### src/rtl/serial_add_pkg.sv
// Shared definitions for the bit-serial adder/subtractor controller.
//
// Contents:
//   state_e  - controller state encoding (IDLE=0, RUN=1, DONE=2; 3 is illegal
//              and is steered back to IDLE by the controller)
//   full_add - reference one-bit full-adder equation, returned as {carry, sum}
package serial_add_pkg;

  typedef enum logic [1:0] {
    StIdle = 2'd0,
    StRun  = 2'd1,
    StDone = 2'd2
  } state_e;

  function automatic logic [1:0] full_add(input logic a, input logic b, input logic c);
    return {(a & b) | (a & c) | (b & c), a ^ b ^ c};
  endfunction

endpackage

### src/rtl/serial_full_adder.sv
// One-bit combinational full adder cell used by the serial controller.
//
// Ports:
//   a, b   - operand bits
//   c      - carry in
//   sum    - a ^ b ^ c
//   carry  - majority(a, b, c)
module serial_full_adder
  import serial_add_pkg::*;
(
  input  logic a,
  input  logic b,
  input  logic c,
  output logic sum,
  output logic carry
);

  logic [1:0] res;

  assign res   = full_add(a, b, c);
  assign sum   = res[0];
  assign carry = res[1];

endmodule

### src/rtl/serial_add_ctrl.sv
// Bit-serial adder/subtractor controller. Accepts two WIDTH-bit operands on a
// start request and feeds them LSB first through a single full-adder cell,
// one bit per cycle, holding the carry in a register between bits.
//
// Ports:
//   i_clk       - clock, rising edge
//   i_reset     - asynchronous active-high reset
//   i_start     - operation request, honoured only in IDLE or DONE
//   i_sub       - 0: A + B + i_cin, 1: A - B (i_cin ignored)
//   i_cin       - carry in for add
//   i_a, i_b    - operands, captured with an accepted start
//   o_busy      - high while bits are being processed
//   o_done      - one-cycle pulse, results valid
//   o_sum       - result, held until the next accepted start
//   o_cout      - carry out of the MSB (for subtract: 1 = no borrow)
//   o_overflow  - signed overflow (carry into MSB xor carry out of MSB)
module serial_add_ctrl
  import serial_add_pkg::*;
#(
  parameter int unsigned WIDTH = 8
) (
  input  logic             i_clk,
  input  logic             i_reset,
  input  logic             i_start,
  input  logic             i_sub,
  input  logic             i_cin,
  input  logic [WIDTH-1:0] i_a,
  input  logic [WIDTH-1:0] i_b,
  output logic             o_busy,
  output logic             o_done,
  output logic [WIDTH-1:0] o_sum,
  output logic             o_cout,
  output logic             o_overflow
);

  localparam int unsigned CntW = (WIDTH > 1) ? $clog2(WIDTH) : 1;
  localparam logic [CntW-1:0] CntLast = CntW'(WIDTH - 1);

  state_e state_q, state_d;

  logic [WIDTH-1:0] a_sh_q;
  logic [WIDTH-1:0] b_sh_q;
  logic [WIDTH-1:0] sum_sh_q;
  logic             carry_q;
  logic [CntW-1:0]  cnt_q;
  logic [WIDTH-1:0] sum_q;
  logic             cout_q;
  logic             ovf_q;

  logic fa_sum;
  logic fa_carry;
  logic accept;
  logic last_bit;
  logic msb_cin;

  // Start is only looked at when no operation is in flight.
  assign accept   = i_start && ((state_q == StIdle) || (state_q == StDone));
  assign last_bit = (state_q == StRun) && (cnt_q == CntLast);
  // On the last bit the carry register holds the carry into the MSB.
  assign msb_cin  = carry_q;

  serial_full_adder u_fa (
    .a     (a_sh_q[0]),
    .b     (b_sh_q[0]),
    .c     (carry_q),
    .sum   (fa_sum),
    .carry (fa_carry)
  );

  // ---------------------------------------------------------------------------
  // FSM: state register
  // ---------------------------------------------------------------------------
  always_ff @(posedge i_clk or posedge i_reset) begin
    if (i_reset) begin
      state_q <= StIdle;
    end else begin
      state_q <= state_d;
    end
  end

  // ---------------------------------------------------------------------------
  // FSM: next state
  // ---------------------------------------------------------------------------
  always_comb begin
    state_d = StIdle;
    case (state_q)
      StIdle:  state_d = i_start ? StRun : StIdle;
      StRun:   state_d = last_bit ? StDone : StRun;
      StDone:  state_d = i_start ? StRun : StIdle;
      // Illegal encoding recovers to IDLE.
      default: state_d = StIdle;
    endcase
  end

  // ---------------------------------------------------------------------------
  // FSM: outputs (decoded from registered state only)
  // ---------------------------------------------------------------------------
  always_comb begin
    o_busy = 1'b0;
    o_done = 1'b0;
    case (state_q)
      StRun:   o_busy = 1'b1;
      StDone:  o_done = 1'b1;
      default: begin
        o_busy = 1'b0;
        o_done = 1'b0;
      end
    endcase
  end

  // ---------------------------------------------------------------------------
  // Datapath: operand shifters, carry, bit counter and result registers
  // ---------------------------------------------------------------------------
  always_ff @(posedge i_clk or posedge i_reset) begin
    if (i_reset) begin
      a_sh_q   <= '0;
      b_sh_q   <= '0;
      sum_sh_q <= '0;
      carry_q  <= 1'b0;
      cnt_q    <= '0;
      sum_q    <= '0;
      cout_q   <= 1'b0;
      ovf_q    <= 1'b0;
    end else if (accept) begin
      a_sh_q   <= i_a;
      // Subtract as A + ~B + 1.
      b_sh_q   <= i_sub ? ~i_b : i_b;
      carry_q  <= i_sub ? 1'b1 : i_cin;
      sum_sh_q <= '0;
      cnt_q    <= '0;
      sum_q    <= '0;
      cout_q   <= 1'b0;
      ovf_q    <= 1'b0;
    end else if (state_q == StRun) begin
      a_sh_q   <= a_sh_q >> 1;
      b_sh_q   <= b_sh_q >> 1;
      sum_sh_q <= {fa_sum, sum_sh_q[WIDTH-1:1]};
      carry_q  <= fa_carry;
      if (last_bit) begin
        sum_q  <= {fa_sum, sum_sh_q[WIDTH-1:1]};
        cout_q <= fa_carry;
        ovf_q  <= msb_cin ^ fa_carry;
      end else begin
        // Held on the last bit so the counter never wraps.
        cnt_q  <= cnt_q + 1'b1;
      end
    end
  end

  assign o_sum      = sum_q;
  assign o_cout     = cout_q;
  assign o_overflow = ovf_q;

endmodule

### config.mk
export PLATFORM = sky130hd
export DESIGN_NAME = serial_add_ctrl
export DESIGN_NICKNAME = d
export VERILOG_FILES = /design/src/rtl/serial_add_pkg.sv /design/src/rtl/serial_full_adder.sv /design/src/rtl/serial_add_ctrl.sv
export SDC_FILE = /design/constraint.sdc
export NUM_CORES = 1
export LEC_CHECK = 0
export BUFFER_PORTS_ARGS = -buffer_cell sky130_fd_sc_hd__buf_2
export CORE_UTILIZATION = 55
export DETAILED_ROUTE_END_ITERATION = 16
export GPL_TIMING_DRIVEN = 0
export HOLD_SLACK_MARGIN = 0.03
export PLACE_DENSITY = 0.76
export SLEW_MARGIN = 20
export SYNTH_ARGS = -nofsm -noshare
export SYNTH_HDL_FRONTEND = slang
export SYNTH_SLANG_ARGS = --single-unit
### constraint.sdc
create_clock -name i_clk -period 3.3 [get_ports i_clk]
set_input_delay 0.495 -clock i_clk [delete_from_list [all_inputs] [get_ports i_clk]]
set_output_delay 0.495 -clock i_clk [all_outputs]
set_load 0.02 [all_outputs]
# Yosys cells after proc, flatten, opt, wreduce, memory -nomap -nowiden
# Index checks and enable logic that the tools add are counted.
# op_classes
addsub	1
bitwise_logic	9
n_eq_ne	4
n_reduce_logical	9
n_mux	27
order_cmp	0
n_shift	0
n_mul	0
n_div	0
# op_table
op	count
8-bit two-way mux	10
1-bit two-way mux	12
3-bit two-way mux	3
8-bit NOT	1
2-bit case mux with 2 select lines	1
2-bit AND reduction	2
2-bit nonzero test	2
3-bit by 1-bit adder with 3-bit output (second input constant)	1
1-bit bitwise AND	3
3-bit == test (second input constant)	1
1-bit XOR	3
2-bit by 1-bit == test with 1-bit output (second input constant)	1
2-bit == test (second input constant)	1
1-bit logical AND	2
2-bit logical NOT	1
2-bit two-way mux	1
2-bit inequality test (second input constant)	1
1-bit bitwise OR	2
2-bit OR reduction	1
1-bit logical OR	1
# word_totals
out_inout_bits	12
word_cells	59
rom_bits	0
latchBits	0
inputBits	21
memories	0
reg_bits	40
mem_bits_rw	0

# Logic depth before layout (Yosys ltp)
# Gate-level depths: netlist of the first run.
# logic_depth
word_depth	7
mapped_depth	7
depth_no_buf	6

# Modules after synthesis
# A second synthesis of the first run with hierarchy kept.
# hier_totals
cells_unflattened	152
hier_area_um2	1776.7
# by_module_without_submodules
mod	n_inst	cells_each	area_per_inst_um2
serial_add_ctrl	1	151	1756.7
serial_full_adder	1	1	20.0

# Least setup slack after synthesis of the first run
# Ideal clock, no wire load.
# synth_path
path_type	reg2reg
startpoint	register cnt_q[0]
endpoint	register ovf_q (netlist: o_overflow)
slack_ps	1904
path_stages_with_launch	7
t_required_ps	3206
arrival_ps	1302
setup_ps	94
cell_sequence	dfrtp_1 ha_1 ha_1 nand3b_2 inv_2 buf_6 a211oi_1
# synth_between
elab_chain_cells	4
# synth_lines
element	line	rtl
from (decl)	serial_add_ctrl.sv:45	logic [CntW-1:0] cnt_q;
from (signal assigned)	serial_add_ctrl.sv:145	cnt_q <= cnt_q + 1'b1;
3-bit == test	serial_add_ctrl.sv:58	assign last_bit = (state_q == StRun) && (cnt_q == CntLast);
1-bit logical AND	serial_add_ctrl.sv:58	
2-bit nonzero test (no line)	-	
2-bit AND reduction (no line)	-	
to (signal assigned)	serial_add_ctrl.sv:142	ovf_q <= msb_cin ^ fa_carry;
to (decl)	serial_add_ctrl.sv:48	logic ovf_q;
# No other way between the ends.
# A chain may end at the register's enable or synchronous reset.

# Worst setup path after layout of the first run
# layout_path
startpoint	register state_q[0]
endpoint	output o_busy
# layout_between
elab_chain_cells	2
# layout_lines
element	line	rtl
from (decl)	serial_add_ctrl.sv:39	state_e state_q, state_d;
from (signal assigned)	serial_add_ctrl.sv:75	state_q <= StIdle;
from (signal assigned)	serial_add_ctrl.sv:77	state_q <= state_d;
2-bit by 1-bit == test with 1-bit output	serial_add_ctrl.sv:101	case (state_q)
1-bit two-way mux	serial_add_ctrl.sv:101	
to (decl)	serial_add_ctrl.sv:29	output logic o_busy,
# No other way between the ends.

==> reports/qor.yml, run 1 <==
status: "completed"
grt_overflow: 0
fp.coreArea_um2: 3053
grt_pass1_vias: 1296
wl_met3_um: 93
rows: 20
end_kind: "output pin"
criticalPathCategory: "reg -> out"
cp.required_ps: 2800
clkSinkCount: 39
wl_met1_mm: 1.453
p_per_area_nw_per_um2: 893.4
cap_violations: 0
min_path_type: "in -> async"
tightest_slew_ps: 422.1
setup_tns_ps: 0
ant_nets: 0
n_antenna_cell: 0
slew_violations: 0
synth_seq_area_share: 0.5528
ctsHoldBuffers: 0
drc: 0
syn_inst: 156
dpl.hpwl_mm: 2.381
cp_max_fo: 10
cts_tree: "yes"
die_area_um2: 3440
ys_seq_elements: 39
hold_violations: 0
syn_nets: 180
period_needed_ps: 1899
clock_latency_ps: 340
finalClockSkew_ps: 10.23
drt_wl_total_mm: 3.199
drtPass1Iterations: 4
fin_util: 0.6725
syn2layout_area_growth_pct: 16.30
fin_nets: 219
startpoint_type: "register"
dp_slack_ps: 1707
grt_start_max_net_pins: 23
path_clk_slew_ps: 110
drtIter0Drc: 37
final_cells: 240
mostFrequentLayoutCells: "dfrtp_1 (39), buf_2 (34), nand2_1 (30)"
syn_area_per_cell_um2: 11.32
top_layer_used: "met4"
root_buffer: "clkbuf_4"
total_power_mw: 1.834
cts_buffer_depth: 2
wl_met2_mm: 1.611
grt_setup_unrepaired: "false"
grt_pass1_wl_mm: 5.685
start_util: 0.5783
die_y_um: 58.66
vdd_drop_max_mv: 0.4380
relSlewSlack: 0.7186
arrival_ps: 1400
fin_ws_ps: 1401
power_leakage_nw: 1.076
finalSetupViolCount: 0
viasPerCell: 5.217
cts_setup_buffers: 0
cts_inserted_buffers: 5
h-tree-depth: 2
grt_usage: 0.2221
routedWlPerCell_um: 13.33
gp_congestion: 0.7031
portBuffers: 31
final.period_utilization: 0.5753
antenna_found_initial: 0
io_pins: 33
yosysUniqueCellTypes: 28
cts_resized: 0
vias: 1252
syn-cell-area_um2: 1765
place_inst: 232
drive_gt1_frac: 0.2704
synth_warnings: 0
fmax_mhz: 526.7
final_common_cell: "dfrtp_1"
fp.dieW_um: 58.66
==> report_power, final <==
| part | internal [mW] | switching (mW) |
|---|---|---|
| sequential | 0.675 | 0.129 |
| clock | 0.0832 | 0.148 |
| combinational | 0.384 | 0.415 |
| total | 1.14 | 0.692 |
==> logic make-up (layout without fill, tap and decap cells) <==
| kind of cell | count (synthesis) | after routing | share of synthesized area |
|---|---|---|---|
| AO/OA/AOI/OAI | 42 | 42 | 0.1637 |
| XOR/XNOR | 10 | 10 | 0.04961 |
| adder cells (fa/ha/maj) | 3 | 3 | 0.02551 |
| buffers and inverters | 12 | 52 | 0.04889 |
| flip-flops | 39 | 39 | 0.5528 |
| multiplexers | 8 | 8 | 0.04536 |
| AND/OR/NAND/NOR | 42 | 42 | 0.1141 |
==> Yosys cell counts (all sizes together) <==
library cell	n	area, um2
a211oi	1	7.510
a21o	6	45.04
a21oi	9	45.04
a221o	1	10.01
a22o	15	131.4
buf	9	75.06
clkbuf	1	3.750
dfrtp	39	975.9
fa	1	20.02
ha	2	25.02
inv	2	7.500
mux2i	8	80.08
nand2	30	112.6
nand2b	1	6.260
nand3b	1	11.26
nor2	5	26.27
nor2b	3	26.27
nor3b	1	12.51
o21ai	10	50.05
or2	1	6.260
xnor2	2	17.52
xor2	8	70.07
==> worst paths after layout <==
check / cells after the start / start / to / slack [ps]
min in group i_clk: 3 / i_a[5] / a_sh_q[5] / 370
max reg2reg: 6 / cnt_q[0] / o_overflow / 1730
min: 2 / i_reset / state_q[1] / 130
max in group asynchronous: 3 / i_reset / b_sh_q[1] / 2730
min reg2reg: 1 / a_sh_q[6] / a_sh_q[6] / 490
max: 4 / state_q[0] / o_busy / 1400
==> cell type report <==
class,instances,area (um2)
buffer,10,78.83
tap,44,55.05
sequential,39,975.9
clock inverter,1,5.005
inverter,2,7.507
multi-input combinational,105,703.2
fill,264,999.7
timing repair buffer,32,182.7
clock buffer,7,45.04
==> registers in the layout, indices dropped and copies added (netlist names) <==
name and cells:
state_q 2, o_overflow 1, o_cout 1, a_sh_q 8, carry_q 1, b_sh_q 8, o_sum 8, cnt_q 3
sum_sh_q 7
==> per-layer routing <==
layer | up-vias | global-route usage
li1 | 612 | -
met1 | 610 | 0.2815
met2 | 25 | 0.3777
met3 | 5 | 0.04615
met4 | 0 | 0.08163
met5 | - | 0
==> metrics by stage <==
stage | cell area [um2] | hold slack [ps]
6_report | 2053 | 128.7
4_1_cts | 2053 | 142.0
3_3_place_gp | 1976 | 457.5
3_5_place_dp | 2003 | 469.9
5_1_grt | 2053 | 156.0
2_1_floorplan | 1765 | 448.9
==> critical path, stage by stage, from the launching register on <==
cell and delay (ps):
dfrtp_1 440, nor2b_4 180, buf_6 130, buf_6 150, buf_2 170
Note: power is estimated with default switching activity, not from simulation.
==> run 2: changes to the inputs <==
--- a/config.mk
+++ b/config.mk
@@ -6,11 +6,11 @@
 export NUM_CORES = 1
 export LEC_CHECK = 0
 export BUFFER_PORTS_ARGS = -buffer_cell sky130_fd_sc_hd__buf_2
-export CORE_UTILIZATION = 55
+export CORE_UTILIZATION = 49
 export DETAILED_ROUTE_END_ITERATION = 16
 export GPL_TIMING_DRIVEN = 0
 export HOLD_SLACK_MARGIN = 0.03
-export PLACE_DENSITY = 0.76
+export PLACE_DENSITY = 0.72
 export SLEW_MARGIN = 20
 export SYNTH_ARGS = -nofsm -noshare
 export SYNTH_HDL_FRONTEND = slang
==> constraint.sdc (replaced) <==
create_clock -name i_clk -period 1.6 [get_ports i_clk]
set_input_delay 0.24 -clock i_clk [delete_from_list [all_inputs] [get_ports i_clk]]
set_output_delay 0.24 -clock i_clk [all_outputs]
set_load 0.02 [all_outputs]
==> reports/qor.yml, run 2 (synthesis results as in run 1) <==
fmax_mhz: 660.2
min_path_type: "in -> reg"
final.period_utilization: 0.9467
rows: 21
nFillCells: 283
path_clk_slew_ps: 110
root_buffer: "clkbuf_4"
n_antenna_cell: 0
cts_tree: "yes"
cp_max_fo: 15
startpoint_type: "register"
power_leakage_nw: 1.095
cts_inserted_buffers: 5
fin_nets: 220
arrival_ps: 1270
pwr-share-clk: 0.133
p_comb_frac: 0.434
drtPass1Iterations: 4
vdd_drop_max_mv: 0.7103
cpPeakStageDelay_ps: 460
drc: 0
grt_overflow: 0
cts_buffer_depth: 2
finalSetupViolCount: 0
grt_pass1_vias: 1179
h-tree-depth: 2
drt_wl_total_mm: 3.152
grt_pass1_wl_mm: 5.285
final_common_cell: "dfrtp_1"
switching_share: 0.3705
clkSinkCount: 39
die_y_um: 62.03
clock_latency_ps: 350
cp.required_ps: 1360
grt_usage: 0.1959
mostFrequentLayoutCells: "dfrtp_1 (37), buf_2 (33), nand2_1 (30)"
die_area_um2: 3847
total_power_mw: 3.802
portBuffers: 31
antenna_found_initial: 0
period_needed_ps: 1515
cap_violations: 0
slew_violations: 0
tightest_slew_ps: 473.6
viasPerCell: 5.091
status: "completed"
relSlewSlack: 0.6843
switching_power_mw: 1.409
finalClockSkew_ps: 9.458
final_cells: 242
routedWlPerCell_um: 13.02
syn2layout_area_growth_pct: 18.21
drive_gt1_frac: 0.2908
dpl.hpwl_mm: 2.320
p_int_mw: 2.393
hold_violations: 0
fp.coreArea_um2: 3390
gp_congestion: 0.7375
slowest_stage: "dfrtp_2"
fp.dieW_um: 62.03
place_inst: 234
grt_start_max_net_pins: 23
start_util: 0.5209
end_kind: "output pin"
io_pins: 33
p_per_area_nw_per_um2: 1822
grt_setup_unrepaired: "true"
sequentialPowerShare: 0.434
criticalPathCategory: "reg -> out"
vias: 1232
ant_nets: 0
drtIter0Drc: 34
crit_chain: "nor2b_4 -> buf_6 -> buf_4"
run 2: final cells by class:
class	count	area, um2	area share
plain buffers	9	67.56	0.03237
clock buffers	6	51.30	0.02458
clock inverters	1	5.005	0.002398
inverters	2	7.507	0.003597
multi-input cells	105	716.9	0.3435
flip-flops and latches	39	978.4	0.4688
well taps	46	57.56	0.02758
repair buffers	34	202.7	0.09712
run 2: worst paths after layout:
check / from / to / slack (ps) / cells after the start
min in group asynchronous: i_reset / cnt_q[0] / 420 / 3
worst max register to register: cnt_q[0] / cnt_q[0] / 110 / 5
worst min register to register: a_sh_q[6] / a_sh_q[6] / 490 / 1
worst max-delay path: state_q[1] / o_busy / 90 / 3
max in group asynchronous: i_reset / sum_sh_q[1] / 730 / 4
worst min-delay path: i_a[5] / a_sh_q[5] / 90 / 3
run 2: power by group through the flow:
stage	combinational [mW]	clock (mW)	sequential, mW
final	1.65	0.504	1.65
after global routing	1.86	0.575	1.70
after CTS	1.62	0.526	1.65
after detailed placement	1.64	0	1.67
after global placement	1.58	0	1.65
after floorplan	1.18	0	1.72
run 2: worst max-delay path, delay by kind of cell, from the launching register on:
family / cells / cell delay, ps
buffers and inverters: 2 / 340
DFF: 1 / 460
and+or+nand+nor: 1 / 130
run 2: per-layer routing:
layer | GRT usage | vias up | part of all wire
li1 | - | 609 | -
met1 | 0.2403 | 588 | 0.45
met2 | 0.3207 | 28 | 0.49
met3 | 0.05797 | 7 | 0.037
met4 | 0.08571 | 0 | 0.018
met5 | 0 | - | 0
run 2: per-stage QoR:
| step | setup WS [ps] | util | hold WS, ps | instance area [um2] | TNS [ps] |
|---|---|---|---|---|---|
| after floorplan | 203.9 | - | 362.5 | 1765 | 0 |
| after global placement | 8.588 | 0.5836 | 453.5 | 1978 | 0 |
| after detailed placement | 98.71 | 0.5917 | 262.5 | 2006 | 0 |
| after CTS | 21.30 | 0.6087 | 80.00 | 2063 | 0 |
| after global routing | -3.636 | 0.6157 | 106.1 | 2087 | -3.795 |
| final | 85.20 | 0.6157 | 93.44 | 2087 | 0 |
run 2: timing repair:
item / in CTS / in global routing
endpoints found under the hold margin: 17 / 0
resized for setup: 1 / 4
endpoints found under the setup margin: 1 / 8
hold buffers: 1 / 0
pin swaps: 0 / 0
setup buffers: 0 / 1
==> run 3: changes to the inputs <==
--- a/config.mk
+++ b/config.mk
@@ -10,7 +10,7 @@
 export DETAILED_ROUTE_END_ITERATION = 16
 export GPL_TIMING_DRIVEN = 0
 export HOLD_SLACK_MARGIN = 0.03
-export PLACE_DENSITY = 0.72
+export PLACE_DENSITY = 0.79
 export SLEW_MARGIN = 20
 export SYNTH_ARGS = -nofsm -noshare
 export SYNTH_HDL_FRONTEND = slang
==> reports/qor.yml, run 3 (synthesis results as in run 1) <==
status: "completed"
portBuffers: 31
drc: 0
drtIter0Drc: 51
clock_latency_ps: 340
critPathLaunch: "state_q[1]"
syn2layout_area_growth_pct: 18.14
drtPass1Iterations: 4
antenna_found_initial: 0
path_clk_slew_ps: 110
setup_tns_ps: 0
final.period_utilization: 0.9658
grt-busiest-layer: "met2"
routedWlPerCell_um: 13.30
arrival_ps: 1310
die_y_um: 62.03
criticalPathCategory: "reg -> out"
start_util: 0.5209
ant_nets: 0
crit_end: "o_busy"
tightest_slew_ps: 779.8
fp.coreArea_um2: 3390
reg2regPathDepth: 6
grtUsageMet1: 0.2319
r2r_setup_slack_ps: 100
die_area_um2: 3847
slew_violations: 0
fin_nets: 221
min_path_type: "in -> async"
cts_tree: "yes"
final_cells: 244
period_needed_ps: 1545
final_common_cell: "dfrtp_1"
grt_setup_unrepaired: "false"
viasPerCell: 5.082
gp_congestion: 0.7625
drt_wl_total_mm: 3.245
relSlewSlack: 0.4794
cp_max_fo: 10
mostFrequentLayoutCells: "dfrtp_1 (38), buf_2 (33), nand2_1 (30)"
cap_violations: 0
dp_slack_ps: 74.29
dpl.hpwl_mm: 2.381
grt_usage: 0.1985
rows: 21
total_power_mw: 3.876
cts_buffer_depth: 2
finalClockSkew_ps: 9.071
finalSetupViolCount: 0
vdd_drop_max_mv: 0.6974
ctsHoldBuffers: 0
h-tree-depth: 2
reg2reg_to: "a_sh_q[4]"
grt_pass1_wl_mm: 5.361
io_pins: 33
grt_use_met3: 0.05590
fin_ws_ps: 54.79
root_buffer: "clkbuf_4"
r2r-start: "state_q[0]"
fmax_mhz: 647.2
fp.dieW_um: 62.03
drive_gt1_frac: 0.3030
grt_overflow: 0
startpoint_type: "register"
p_per_area_nw_per_um2: 1858
place_inst: 233
hold_violations: 0
end_kind: "output pin"
clkSinkCount: 39
use_met2: 0.3404
grt_start_max_net_pins: 40
cts_inserted_buffers: 5
cp.required_ps: 1360
n_antenna_cell: 0
vias: 1240
grt_pass1_vias: 1200
power_leakage_nw: 1.099
==> run 3: repair_timing <==
item	4_1_cts	5_1_grt
setup buffers	1	3
endpoints found under the setup margin	1	18
resized for setup	2	5
==> run 3: critical path: stages (launching register included) <==
cell     delay, ps
dfrtp_2        450
nor2b_4        120
buf_6          130
buf_8          130
buf_4          140
==> run 3: through the flow <==
step,hold WS (ps),util,instance area [um2]
after CTS,47.29,0.6024,2042
after floorplan,362.5,-,1765
after detailed placement,430.7,0.5836,1978
final,26.62,0.6154,2086
after global placement,457.5,0.5836,1978
after global routing,96.97,0.6154,2086
==> run 3: how the worst min path moves through the flow <==
stage,slack [ps],depth (start not counted),endpoint
2_1_floorplan,360,2,a_sh_q[5]
3_3_place_gp,460,3,a_sh_q[5]
3_5_place_dp,430,2,b_sh_q[3]
4_1_cts,50,2,cnt_q[2]
5_1_grt,100,2,sum_sh_q[6]
6_report,30,2,cnt_q[2]
==> run 3: layer usage <==
layer,vias to the layer above,routed length [um]
li1,612,-
met1,589,1448
met2,32,1608
met3,7,131
met4,0,57
met5,-,0
==> run 3: final cells by class <==
| cell class | count | area [um2] |
|---|---|---|
| plain buffers | 9 | 82.58 |
| clock buffers | 5 | 37.54 |
| flip-flops and latches | 39 | 977.2 |
| well taps | 46 | 57.56 |
| multi-input cells | 105 | 720.7 |
| fillers | 292 | 1304 |
| inverters | 2 | 7.507 |
| repair buffers | 35 | 187.7 |
| clock inverters | 3 | 15.01 |
==> run 3: power by group <==
| part | total (mW) | internal (mW) | leakage, nW | switching (mW) |
|---|---|---|---|---|
| logic | 1.76 | 0.872 | 0.561 | 0.888 |
| registers | 1.65 | 1.39 | 0.504 | 0.255 |
| clock network | 0.469 | 0.164 | 0.0347 | 0.305 |
| total | 3.88 | 2.43 | 1.10 | 1.45 |
